File: src/rtl/ans_stage.sv
// ans_stage: one noise-shaping stage of the ANS-PWM cascade.
// Quantises each accepted sample to QB coarse bits with error feedback, applies an
// ORDER-fold first difference, delays the sign-magnitude result DELAY samples and
// forwards the left-aligned residue to the next stage.
// Optional feature: define ANS_STAGE_SAT_EN to clamp C to CMAX and drive the sticky sat flag.
module ans_stage #(
    parameter int unsigned W     = 16,
    parameter int unsigned QB    = 4,
    parameter int unsigned ORDER = 1,
    parameter int unsigned DELAY = 2,
    parameter int unsigned CMAX  = (32'd1 << (QB + ORDER + 1)) - 32'd1
) (
    input  logic                clk,
    input  logic                rst_n,
    input  logic                in_valid,
    input  logic [W-1:0]        A,
    output logic                out_valid,
    output logic [QB+ORDER:0]   C,
    output logic                Csgn,
    output logic [W-1:0]        nxttgt,
    output logic                sat
);

    localparam int unsigned OW = QB + ORDER + 1;
    localparam int unsigned RW = W - QB;
    // Arrays keep at least one entry so ORDER=0 / DELAY=0 still elaborate.
    localparam int unsigned HN = (ORDER > 0) ? ORDER : 1;
    localparam int unsigned DN = (DELAY > 0) ? DELAY : 1;

    logic [RW-1:0]        r_res;
    logic signed [OW:0]   r_hist [HN];
    logic [OW-1:0]        r_dmag [DN];
    logic                 r_dsgn [DN];
    logic                 r_out_valid;
    logic [OW-1:0]        r_c;
    logic                 r_csgn;
    logic [W-1:0]         r_nxt;

    logic [W:0]           w_sum;
    logic [QB:0]          w_q;
    logic [RW-1:0]        w_res_nxt;
    logic signed [OW:0]   w_y;
    logic signed [OW:0]   w_hist_nxt [HN];
    logic signed [OW:0]   w_d;
    logic                 w_sgn;
    logic [OW-1:0]        w_mag_raw;
    logic [OW-1:0]        w_mag;
    logic [OW-1:0]        w_dly_mag;
    logic                 w_dly_sgn;

    // Quantiser with error feedback: carry-out of A + residue is the coarse value.
    always_comb begin
        w_sum     = {1'b0, A} + {{(QB + 1){1'b0}}, r_res};
        w_q       = w_sum[W:RW];
        w_res_nxt = w_sum[RW-1:0];
    end

    // Cascade of first differences; each history word captures the stage input.
    always_comb begin
        w_y = signed'({{(ORDER + 1){1'b0}}, w_q});
        for (int k = 0; k < HN; k++) begin
            w_hist_nxt[k] = r_hist[k];
        end
        for (int k = 0; k < ORDER; k++) begin
            w_hist_nxt[k] = w_y;
            w_y           = w_y - r_hist[k];
        end
        w_d = w_y;
    end

    // Sign-magnitude conversion; |d| < 2^OW so the low OW bits of -d are exact.
    always_comb begin
        w_sgn     = w_d[OW];
        w_mag_raw = w_sgn ? (~w_d[OW-1:0] + 1'b1) : w_d[OW-1:0];
    end

`ifdef ANS_STAGE_SAT_EN
    localparam logic [OW-1:0] CMAX_W = CMAX[OW-1:0];
    logic w_clamp;
    logic r_sat;

    // Clamp the magnitude ahead of the delay line; sign is left untouched.
    always_comb begin
        w_clamp = (w_mag_raw > CMAX_W);
        w_mag   = w_clamp ? CMAX_W : w_mag_raw;
    end

    // Sticky saturation flag, cleared only by reset.
    always_ff @(posedge clk) begin
        if (!rst_n) begin
            r_sat <= 1'b0;
        end else if (in_valid && w_clamp) begin
            r_sat <= 1'b1;
        end
    end

    assign sat = r_sat;
`else
    // No clamp in this build.
    always_comb begin
        w_mag = w_mag_raw;
    end

    assign sat = 1'b0;
`endif

    // Tap of the alignment delay line (bypassed entirely when DELAY is 0).
    always_comb begin
        if (DELAY == 0) begin
            w_dly_mag = w_mag;
            w_dly_sgn = w_sgn;
        end else begin
            w_dly_mag = r_dmag[DN-1];
            w_dly_sgn = r_dsgn[DN-1];
        end
    end

    // Pipeline state advances only on accepted samples; reset discards all history.
    always_ff @(posedge clk) begin
        if (!rst_n) begin
            r_res       <= '0;
            r_out_valid <= 1'b0;
            r_c         <= '0;
            r_csgn      <= 1'b0;
            r_nxt       <= '0;
            for (int k = 0; k < HN; k++) begin
                r_hist[k] <= '0;
            end
            for (int k = 0; k < DN; k++) begin
                r_dmag[k] <= '0;
                r_dsgn[k] <= 1'b0;
            end
        end else begin
            r_out_valid <= in_valid;
            if (in_valid) begin
                r_res <= w_res_nxt;
                for (int k = 0; k < HN; k++) begin
                    r_hist[k] <= w_hist_nxt[k];
                end
                r_dmag[0] <= w_mag;
                r_dsgn[0] <= w_sgn;
                for (int k = 1; k < DN; k++) begin
                    r_dmag[k] <= r_dmag[k-1];
                    r_dsgn[k] <= r_dsgn[k-1];
                end
                r_c    <= w_dly_mag;
                r_csgn <= w_dly_sgn;
                r_nxt  <= {w_res_nxt, {QB{1'b0}}};
            end
        end
    end

    assign out_valid = r_out_valid;
    assign C         = r_c;
    assign Csgn      = r_csgn;
    assign nxttgt    = r_nxt;

endmodule

File: config.mk
export PLATFORM = sky130hd
export DESIGN_NAME = ans_stage
export DESIGN_NICKNAME = d
export VERILOG_FILES = /design/src/rtl/ans_stage.sv
export SDC_FILE = /design/constraint.sdc
export NUM_CORES = 1
export LEC_CHECK = 0
export CORE_UTILIZATION = 65
export DETAILED_ROUTE_END_ITERATION = 10
export DONT_BUFFER_PORTS = 1
export GPL_ROUTABILITY_DRIVEN = 0
export GPL_TIMING_DRIVEN = 0
export PLACE_DENSITY_LB_ADDON = 0.3
export SYNTH_ARGS = -nofsm -noshare
export SYNTH_HDL_FRONTEND = slang
export SYNTH_SLANG_ARGS = --single-unit
File: constraint.sdc
create_clock -name clk -period 6.87 [get_ports clk]
set_input_delay 0.687 -clock clk [delete_from_list [all_inputs] [get_ports clk]]
set_output_delay 0.687 -clock clk [all_outputs]
set_load 0.02 [all_outputs]
==> flow_metrics.env <==
export IMPL_synthTopCellsByArea="edfxtp_1 24%, dfxtp_1 17%, ha_1 9.5%, mux2i_1 7.6%, nor2b_1 4.2%"
export IMPL_routedWlPerCell_um=15.2
export IMPL_ys_seq_elements=39
export IMPL_multiInputGateArea_um2=1330
export IMPL_nFillCells=274
export IMPL_maxCapViolations=0
export IMPL_die_width_um=62.5
export IMPL_grt_max_degree=21
export IMPL_fp_dieH_um=62.5
export IMPL_criticalPathCategory="flop to flop"
export IMPL_area_growth_pct=5.42
export IMPL_rsz0062_at_grt="no"
export IMPL_final_common_cell="dfxtp_1"
export IMPL_holdBufCountCts=0
export IMPL_grt_antenna_before_repair=0
export IMPL_finalHoldViolCount=0
export IMPL_syn_avg_cell_area_um2=10.1
export IMPL_rows=21
export IMPL_status="finished clean"
export IMPL_fin_nets=286
export IMPL_seq_area_frac_synth=0.408
export IMPL_antenna_cells=0
export IMPL_ys_flop_type="dfxtp_1"
export IMPL_avgViaCountPerCell=5.86
export IMPL_cts_tree="yes"
export IMPL_synth_area_um2=2380
export IMPL_io_pins=44
export IMPL_routed_wl_um=4470
export IMPL_clockBufferDepth=2
export IMPL_clk_latency_ps=360
export IMPL_power_density_nw_per_um2=259
export IMPL_skew_ps=4.12
export IMPL_drt_first_pass_iters=4
export IMPL_seq_area_um2=971
export IMPL_endpoint_kind="flop"
export IMPL_grt_pass1_wl_um=7410
export IMPL_ys_warn_count=0
export IMPL_dp_hpwl_um=3420
export IMPL_port_buffers=0
export IMPL_grt_remaining_overflow=0
export IMPL_post_cts_buffers=0
export IMPL_cts_sink_count=39
export IMPL_slew_viol_final=0
export IMPL_grt_use_met1=0.282
export IMPL_post_route_drc_count=0
export IMPL_grt_usage=0.244
export IMPL_synth_cell_type_count=48
export IMPL_dp_worst_setup_slack_ps=2260
export IMPL_root_buffer="clkbuf_4"
export IMPL_crit_fanout=9
export IMPL_worst_endpoint_required_ps=7000
export IMPL_grt_use_met3=0.0967
export IMPL_final_cell_mix="20 x dfxtp_1, 19 x edfxtp_1, 18 x mux2i_1, 18 x ha_1"
export IMPL_min_period_ps=4400
export IMPL_ant_nets=0
export IMPL_cts_resized=0
export IMPL_synth_edff_count=19
export IMPL_dieArea_um2=3910
export IMPL_finalCritPeriodShare=0.640
export IMPL_drive_gt1_frac=0.0685
export IMPL_initial_utilization=0.697
export IMPL_cts_made_buffers=5
export IMPL_cp_arrival_ps=4520
export IMPL_hold_class="flop to flop"
export IMPL_synthArstFlopShare=0
export IMPL_core_area_um2=3420
export IMPL_power_leakage_nw=1.11
export IMPL_yosysTopAreaCell="edfxtp_1"
export IMPL_fin_util=0.734
export IMPL_cts_reportedPaths_clkPinSlew_ps=120
export IMPL_relSlewSlack=0.373
export IMPL_num_vias=1724
export IMPL_timing_final_ws_setup_ps=2470
export IMPL_gr_usage_met2=0.406
export IMPL_busiest_layer="met2"
export IMPL_clock_fmax_mhz=227
export IMPL_drt_iter0_drc=101
export IMPL_synth_top_area_share=0.240
export IMPL_instances_no_fill=294
export IMPL_synthCells=236
export IMPL_ir_worst_vdd_uv=136
export IMPL_final_setup_tns_ps=0
export IMPL_setup_viol_count_final=0
export IMPL_place_inst=286
export IMPL_critPathLaunchType="flop"
export IMPL_cts_htree_levels=2
export IMPL_worst_pin_slew_ps=940
export IMPL_grt_pass1_vias=1642
==> cells by family after synthesis <==
group                      share of synthesized area
and+or+nand+nor                                0.170
AOI/OAI and AO/OA                              0.125
adders and majority gates                      0.111
xor gates and xnor gates                      0.0662
DFF                                            0.408
muxes                                         0.0757
buffers and inverters                         0.0415
other                                        0.00158
==> Yosys cell counts, types with 2 or more instances <==
master     n
dfxtp_1   20
edfxtp_1  19
ha_1      18
mux2i_1   18
nand2_1   16
nor2b_1   16
a21oi_1   13
and3_1    11
nor2_1    11
xnor2_1   10
inv_1      9
xor2_1     8
a21o_1     6
o21ai_0    6
buf_4      5
and2_1     4
clkbuf_1   4
nand2b_1   3
nand3_1    3
a31oi_1    2
buf_1      2
fa_1       2
nand4_1    2
nor3_1     2
o22ai_1    2
or3_1      2
==> layout make-up <==
class | instances | share of cell area
Multi-Input combinational cell | 180 | 0.528
Sequential cell | 39 | 0.387
Buffer | 12 | 0.0259
Tap cell | 46 | 0.0229
Clock buffer | 5 | 0.0150
Inverter | 9 | 0.0135
Clock inverter | 3 | 0.00748
==> final timing paths <==
| kind | depth (start not counted) | from | slack, ps | end |
|---|---|---|---|---|
| worst max-delay path | 16 | nxttgt[4] | 2470 | r_dmag[0][4] |
| worst min-delay path | 2 | r_dmag[1][2] | 530 | C[2] |
| worst max register to register | 16 | nxttgt[4] | 2470 | r_dmag[0][4] |
| worst min register to register | 2 | r_dmag[1][2] | 530 | C[2] |
==> critical path, cell delays in order (launching register included) <==
cell	delay, ps
dfxtp_1	410
ha_1	270
fa_1	420
a21o_1	200
a221oi_2	300
o21ai_1	210
a31oi_2	310
xor2_1	250
ha_1	180
inv_1	60
fa_1	390
a21o_1	190
a21oi_2	350
nor4b_1	100
a31oi_1	150
nand2_1	70
a311o_1	300
==> sequential cells by signal, summed over array words and instances, names as in the netlist <==
name	cells
Csgn	1
r_hist	5
C	6
nxttgt	12
out_valid	1
r_dsgn	2
r_dmag	12
==> stage by stage <==
step	instance area [um2]	total power, W	hold WS, ps
after global routing	2510	0.000691	525
final	2510	0.000649	526
after detailed placement	2450	0.000531	495
after floorplan	2390	0.000487	479
after global placement	2450	0.000520	487
after CTS	2510	0.000650	531
==> per-layer routing <==
layer | up-vias | wire (um) | share of wire
li1 | 861 | - | -
met1 | 800 | 1890 | 0.42
met2 | 52 | 2160 | 0.48
met3 | 11 | 326 | 0.073
met4 | 0 | 92 | 0.021
met5 | - | 0 | 0
==> power by group <==
group          leakage (nW)  switching [W]  internal (W)  total (W)
Clock                0.0315      0.0000812     0.0000394   0.000121
Sequential            0.375      0.0000339      0.000273   0.000307
Combinational         0.704       0.000125     0.0000960   0.000221
Total                  1.11       0.000240      0.000408   0.000649
Power figures use the tool's default switching activity.
